File: src/rtl/clock_pkg.sv
// Shared definitions for the digital-clock display path: active-low
// 7-segment codes, the adjust-field encoding and the display frame layout.
package clock_pkg;

    // Active-low segment codes, bit order {dp,g,f,e,d,c,b,a}, dp off.
    localparam logic [7:0] SEG_0     = 8'hC0;
    localparam logic [7:0] SEG_1     = 8'hF9;
    localparam logic [7:0] SEG_2     = 8'hA4;
    localparam logic [7:0] SEG_3     = 8'hB0;
    localparam logic [7:0] SEG_4     = 8'h99;
    localparam logic [7:0] SEG_5     = 8'h92;
    localparam logic [7:0] SEG_6     = 8'h82;
    localparam logic [7:0] SEG_7     = 8'hF8;
    localparam logic [7:0] SEG_8     = 8'h80;
    localparam logic [7:0] SEG_9     = 8'h90;
    localparam logic [7:0] SEG_DASH  = 8'hBF;
    localparam logic [7:0] SEG_BLANK = 8'hFF;

    // All digit enables released (active-low anodes).
    localparam logic [7:0] AN_OFF = 8'hFF;

    // Field currently being edited in adjust mode.
    typedef enum logic [1:0] {
        ADJ_NONE = 2'd0,
        ADJ_SEC  = 2'd1,
        ADJ_MIN  = 2'd2,
        ADJ_HOUR = 2'd3
    } adj_field_t;

    // One coherent snapshot of the time shown across a scan frame.
    typedef struct packed {
        logic [7:0] hour;
        logic [7:0] min;
        logic [7:0] sec;
    } frame_t;

endpackage

File: src/rtl/bcd_to_seg.sv
// Combinational BCD nibble to active-low 7-segment pattern (a..g, no dp).
// Nibbles above 9 render as a dash.
module bcd_to_seg
    import clock_pkg::*;
(
    input  logic [3:0] bcd,
    output logic [6:0] seg
);

    // Table lookup of the segment pattern for the nibble
    always_comb begin
        seg = SEG_DASH[6:0];
        case (bcd)
            4'd0:    seg = SEG_0[6:0];
            4'd1:    seg = SEG_1[6:0];
            4'd2:    seg = SEG_2[6:0];
            4'd3:    seg = SEG_3[6:0];
            4'd4:    seg = SEG_4[6:0];
            4'd5:    seg = SEG_5[6:0];
            4'd6:    seg = SEG_6[6:0];
            4'd7:    seg = SEG_7[6:0];
            4'd8:    seg = SEG_8[6:0];
            4'd9:    seg = SEG_9[6:0];
            default: seg = SEG_DASH[6:0];
        endcase
    end

endmodule

File: src/rtl/display_scan.sv
// Multiplexed 8-digit common-anode 7-segment driver for the digital clock.
// Digits 0..5 show sec/min/hour (ones then tens), digits 6..7 stay dark.
// Inputs are snapshotted once per frame so a frame never mixes two times.
// Optional build macro DISPLAY_BLINK_EN: blinks the field selected by
// adj_sel while adjust is high; without it adjust/adj_sel are ignored.
// SCAN_DIV = CLK_HZ/SCAN_HZ must be at least 2.
module display_scan
    import clock_pkg::*;
#(
    parameter int unsigned CLK_HZ   = 100_000_000,
    parameter int unsigned SCAN_HZ  = 1000,
    parameter int unsigned BLINK_HZ = 2
) (
    input  logic       CP,
    input  logic       _CR,
    input  logic [7:0] show_hour,
    input  logic [7:0] show_min,
    input  logic [7:0] show_sec,
    input  logic       adjust,
    input  logic [1:0] adj_sel,
    output logic [7:0] an,
    output logic [7:0] seg
);

    localparam int unsigned SCAN_DIV = CLK_HZ / SCAN_HZ;
    localparam int unsigned PW       = $clog2(SCAN_DIV);
    localparam logic [PW-1:0] PRE_LAST = PW'(SCAN_DIV - 1);

    localparam int unsigned BLINK_HALF = CLK_HZ / (2 * BLINK_HZ);
    localparam int unsigned BW         = (BLINK_HALF > 1) ? $clog2(BLINK_HALF) : 1;
    localparam logic [BW-1:0] BLINK_LAST = BW'(BLINK_HALF - 1);

    logic [PW-1:0] pre_cnt;
    logic          scan_tick;
    logic [2:0]    idx;
    logic          run;
    frame_t        frame;

    logic [3:0]    nibble;
    logic          dp_on;
    logic          digit_on;
    adj_field_t    field;
    logic [6:0]    seg_code;
    logic          blank_field;

    assign scan_tick = (pre_cnt == PRE_LAST);

    // Digit-rate prescaler, terminal count produces scan_tick
    always_ff @(posedge CP) begin
        if (!_CR)
            pre_cnt <= '0;
        else if (scan_tick)
            pre_cnt <= '0;
        else
            pre_cnt <= pre_cnt + 1'b1;
    end

    // Digit index; the first tick after reset only arms the scan so that
    // digit 0 is the first digit driven, later ticks advance idx.
    always_ff @(posedge CP) begin
        if (!_CR) begin
            idx <= '0;
            run <= 1'b0;
        end else if (scan_tick) begin
            run <= 1'b1;
            if (run)
                idx <= idx + 3'd1;
        end
    end

    // Frame snapshot taken as the scan wraps from the last digit to digit 0
    always_ff @(posedge CP) begin
        if (!_CR)
            frame <= '0;
        else if (scan_tick && idx == 3'd7)
            frame <= '{hour: show_hour, min: show_min, sec: show_sec};
    end

    // Select the nibble, separator dot and owning field for the active digit
    always_comb begin
        nibble   = '0;
        dp_on    = 1'b0;
        digit_on = 1'b1;
        field    = ADJ_NONE;
        case (idx)
            3'd0: begin nibble = frame.sec[3:0];  field = ADJ_SEC;  end
            3'd1: begin nibble = frame.sec[7:4];  field = ADJ_SEC;  end
            3'd2: begin nibble = frame.min[3:0];  field = ADJ_MIN;  dp_on = 1'b1; end
            3'd3: begin nibble = frame.min[7:4];  field = ADJ_MIN;  end
            3'd4: begin nibble = frame.hour[3:0]; field = ADJ_HOUR; dp_on = 1'b1; end
            3'd5: begin nibble = frame.hour[7:4]; field = ADJ_HOUR; end
            default: digit_on = 1'b0;
        endcase
    end

    bcd_to_seg u_bcd_to_seg (
        .bcd (nibble),
        .seg (seg_code)
    );

`ifdef DISPLAY_BLINK_EN
    logic [BW-1:0] blink_cnt;
    logic          blink_on;

    // Free-running blink phase, starts in the "on" half after reset
    always_ff @(posedge CP) begin
        if (!_CR) begin
            blink_cnt <= '0;
            blink_on  <= 1'b1;
        end else if (blink_cnt == BLINK_LAST) begin
            blink_cnt <= '0;
            blink_on  <= ~blink_on;
        end else begin
            blink_cnt <= blink_cnt + 1'b1;
        end
    end

    assign blank_field = adjust && !blink_on && (adj_sel != ADJ_NONE) &&
                         (adj_field_t'(adj_sel) == field);
`else
    logic [BW+2:0] unused_blink;

    assign unused_blink = {BLINK_LAST, adjust, adj_sel};
    assign blank_field  = 1'b0;
`endif

    // Registered anode/segment drive; the tick cycle itself loads a dark
    // pattern, giving one dead cycle before every newly selected digit.
    always_ff @(posedge CP) begin
        if (!_CR) begin
            an  <= AN_OFF;
            seg <= SEG_BLANK;
        end else if (!run || scan_tick || !digit_on || blank_field) begin
            an  <= AN_OFF;
            seg <= SEG_BLANK;
        end else begin
            an  <= ~(8'b1 << idx);
            seg <= {~dp_on, seg_code};
        end
    end

endmodule

File: config.mk
export PLATFORM = sky130hd
export DESIGN_NAME = display_scan
export DESIGN_NICKNAME = d
export VERILOG_FILES = /design/src/rtl/clock_pkg.sv /design/src/rtl/bcd_to_seg.sv /design/src/rtl/display_scan.sv
export SDC_FILE = /design/constraint.sdc
export NUM_CORES = 1
export LEC_CHECK = 0
export BUFFER_PORTS_ARGS = -buffer_cell sky130_fd_sc_hd__buf_2
export CELL_PAD_IN_SITES_DETAIL_PLACEMENT = 1
export CELL_PAD_IN_SITES_GLOBAL_PLACEMENT = 1
export CORE_UTILIZATION = 45
export DETAILED_ROUTE_END_ITERATION = 6
export PLACE_DENSITY_LB_ADDON = 0.08
export SETUP_SLACK_MARGIN = 0.05
export SKIP_LAST_GASP = 1
export SYNTH_ARGS = -nofsm -noshare
export SYNTH_HDL_FRONTEND = slang
export SYNTH_SLANG_ARGS = --single-unit
File: constraint.sdc
create_clock -name CP -period 4.7 [get_ports CP]
set_input_delay 0.47 -clock CP [delete_from_list [all_inputs] [get_ports CP]]
set_output_delay 0.47 -clock CP [all_outputs]
set_load 0.05 [all_outputs]
==> results.txt <==
outcome: finished clean
Clk Latency, worst-skew pair: 0.33 ns
1st-pass router iterations: 4
Synth top area share: 46.0%
Post-CTS Hold Fix Bufs: 0
die width: 78.8 um
initial antenna violation count: 0
fmax: 353 MHz
Final Setup Violations: 0
Initial Util: 47.3%
total global routing overflow: 0
worst-case clock buffer depth: 2
Post-synth EDFFs: 0
die area: 6210 um^2
Resize count post-CTS: 0
RSZ-0062 raised after global routing: no
GPL Wtd Cong: 0.785
largest net degree at the start of global routing: 31
# port buffers: 41
CP Cell Sequence: inv_1, ha_1, a21oi_1, inv_1, ha_1, mux2i_1, a22oi_1
asr flop ratio synth: 0%
CP arrival: 3.00 ns
Bufs and invs on worst path: 2
CTS Buf Count: 9
Final Cycle Share: 60.3%
dpl cell area: 2870 um^2
CORE AREA: 5610 um^2
Final Skew: 0.00870 ns
synth top area cells: dfxtp_1 46%, nand2_1 9.2%, a21oi_1 6.2%
via count: 2208
CP required: 4.86 ns
layout cells sized above 1: 18.1%
post-route ant nets: 0
ANT cells: 0
Final min period: 2.84 ns
vias in the first global route: 2258
routed vias/inst: 5.26
Final #Nets: 385
worst ir drop on vdd: 0.000178 V
initial DRC count: 83
Ports: 45
CP Capture Type: register
synth unique cells: 43
syn_area_per_cell: 8.65 um^2
H-tree depth: 3
CP top delay family: flip-flops
number of max-cap violations: 0
DPL Wire Length: 4370 um
DR WL/cell: 14.9 um
Setup Crit Path Kind: register to register
Final Hold Viols: 0
Syn-to-layout area delta: 14.7%
Pwr Total: 960 uW
flops & latches, synth: 61
fin worst setup slack: 1.86 ns
register area share after synthesis: 46.0%
Slew Limit Fails: 0
CTS tree: built
syn_nets: 348
Die H: 78.8 um
cell count after synthesis: 307
total clock sinks: 61
worst hold path type: input port to register
Post-Syn Area: 2660 um^2
P per Cell Area: 315 nW/um^2
headroom to the max-slew limit: 36.2%
main flop type after synthesis: dfxtp_1
leakage: 1.16 nW
synth warn: 0
Remaining DRCs: 0
pre-CTS setup slack: 1.98 ns
fin area: 3040 um^2
CTS root buf: clkbuf_8
final wirelength: 6250 um
Max FO, Critical Path: 19
first-pass GRT wire length: 10900 um
GRT Util Overall: 22.8%
Yosys top cell by area: dfxtp_1
CP max stage delay: 0.76 ns
Startpoint Class: register
cell row count: 27
Worst-Margin Slew: 0.956 ns
clock transition at the registers of the reported paths: 0.07 ns
Post CTS Setup Buffer Count: 0
Setup TNS Final: 0 ns
Critical-path top delay cell: dfxtp_1
Post-synth top cells: 65 x nand2_1, 61 x dfxtp_1, 33 x a21oi_1
most common cell in the synthesized netlist: nand2_1
layer usage:
layer  wire (um)  global-route usage, %
met5           0                      0
met4         112                   10.4
met3         178                   3.79
met2        2980                   37.2
met1        2980                   29.4
cell usage in the layout (no fill, tap or decap), types with 8 or more instances in the layout:
cell type	instances
a22oi_1	8
nor2_1	23
nand2_1	65
nand3_1	13
ha_1	12
dfxtp_1	61
a21oi_1	33
buf_2	41
inv_1	9
clkbuf_8	12
power breakdown:
group	total (mW)	switching, mW	internal, mW
Combinational	0.0217	0.0118	0.00985
Sequential	0.522	0.00242	0.519
Clock	0.417	0.186	0.231
registers in the layout, summed over array words and instances, names as in the netlist:
register,count
frame,24
run,1
pre_cnt,17
idx,3
seg,8
an,8
worst reg2reg max path, cell delays in order (launching register included):
cell and delay, ns:
dfxtp_1 0.76, inv_1 0.14, ha_1 0.32, a21oi_1 0.61, inv_1 0.17, ha_1 0.36, mux2i_1 0.20, a22oi_1 0.10
final timing paths:
check | startpoint | end | slack, ns | depth (start not counted)
max | idx[2]$_SDFFE_PN0P_ | seg[3]$_SDFF_PP1_ | 1.86 | 7
min | show_hour[6] | frame[22]$_SDFFE_PN0P_ | 0.37 | 3
min reg2reg | frame[9]$_SDFFE_PN0P_ | frame[9]$_SDFFE_PN0P_ | 0.45 | 2
max reg2reg | idx[2]$_SDFFE_PN0P_ | seg[3]$_SDFF_PP1_ | 1.86 | 7
cells by family after synthesis:
| logic type | synth area share [%] |
|---|---|
| multiplexers | 2.97 |
| flip-flops | 46.0 |
| AND/OR/NAND/NOR | 23.7 |
| AO/OA/AOI/OAI | 12.7 |
| XOR/XNOR | 4.62 |
| buffers and inverters | 4.43 |
| adder cells (fa/ha/maj) | 5.65 |
layout make-up:
| cell class | instances | area [um^2] |
|---|---|---|
| clock buffers | 14 | 173 |
| fillers | 715 | 2560 |
| clock inverters | 1 | 5.00 |
| multi-input cells | 222 | 1320 |
| inverters | 9 | 33.8 |
| repair buffers | 41 | 205 |
| flip-flops and latches | 61 | 1220 |
| well taps | 72 | 90.1 |
metrics by stage:
stage          instances  hold WS (ns)  util [%]
3_3_place_gp         405         0.437      51.1
3_5_place_dp         405         0.445      51.1
2_1_floorplan        307         0.428         -
6_report             420         0.372      54.3
5_1_grt              420         0.380      54.3
4_1_cts              420         0.365      54.3
Note: power is estimated with default switching activity, not from simulation.
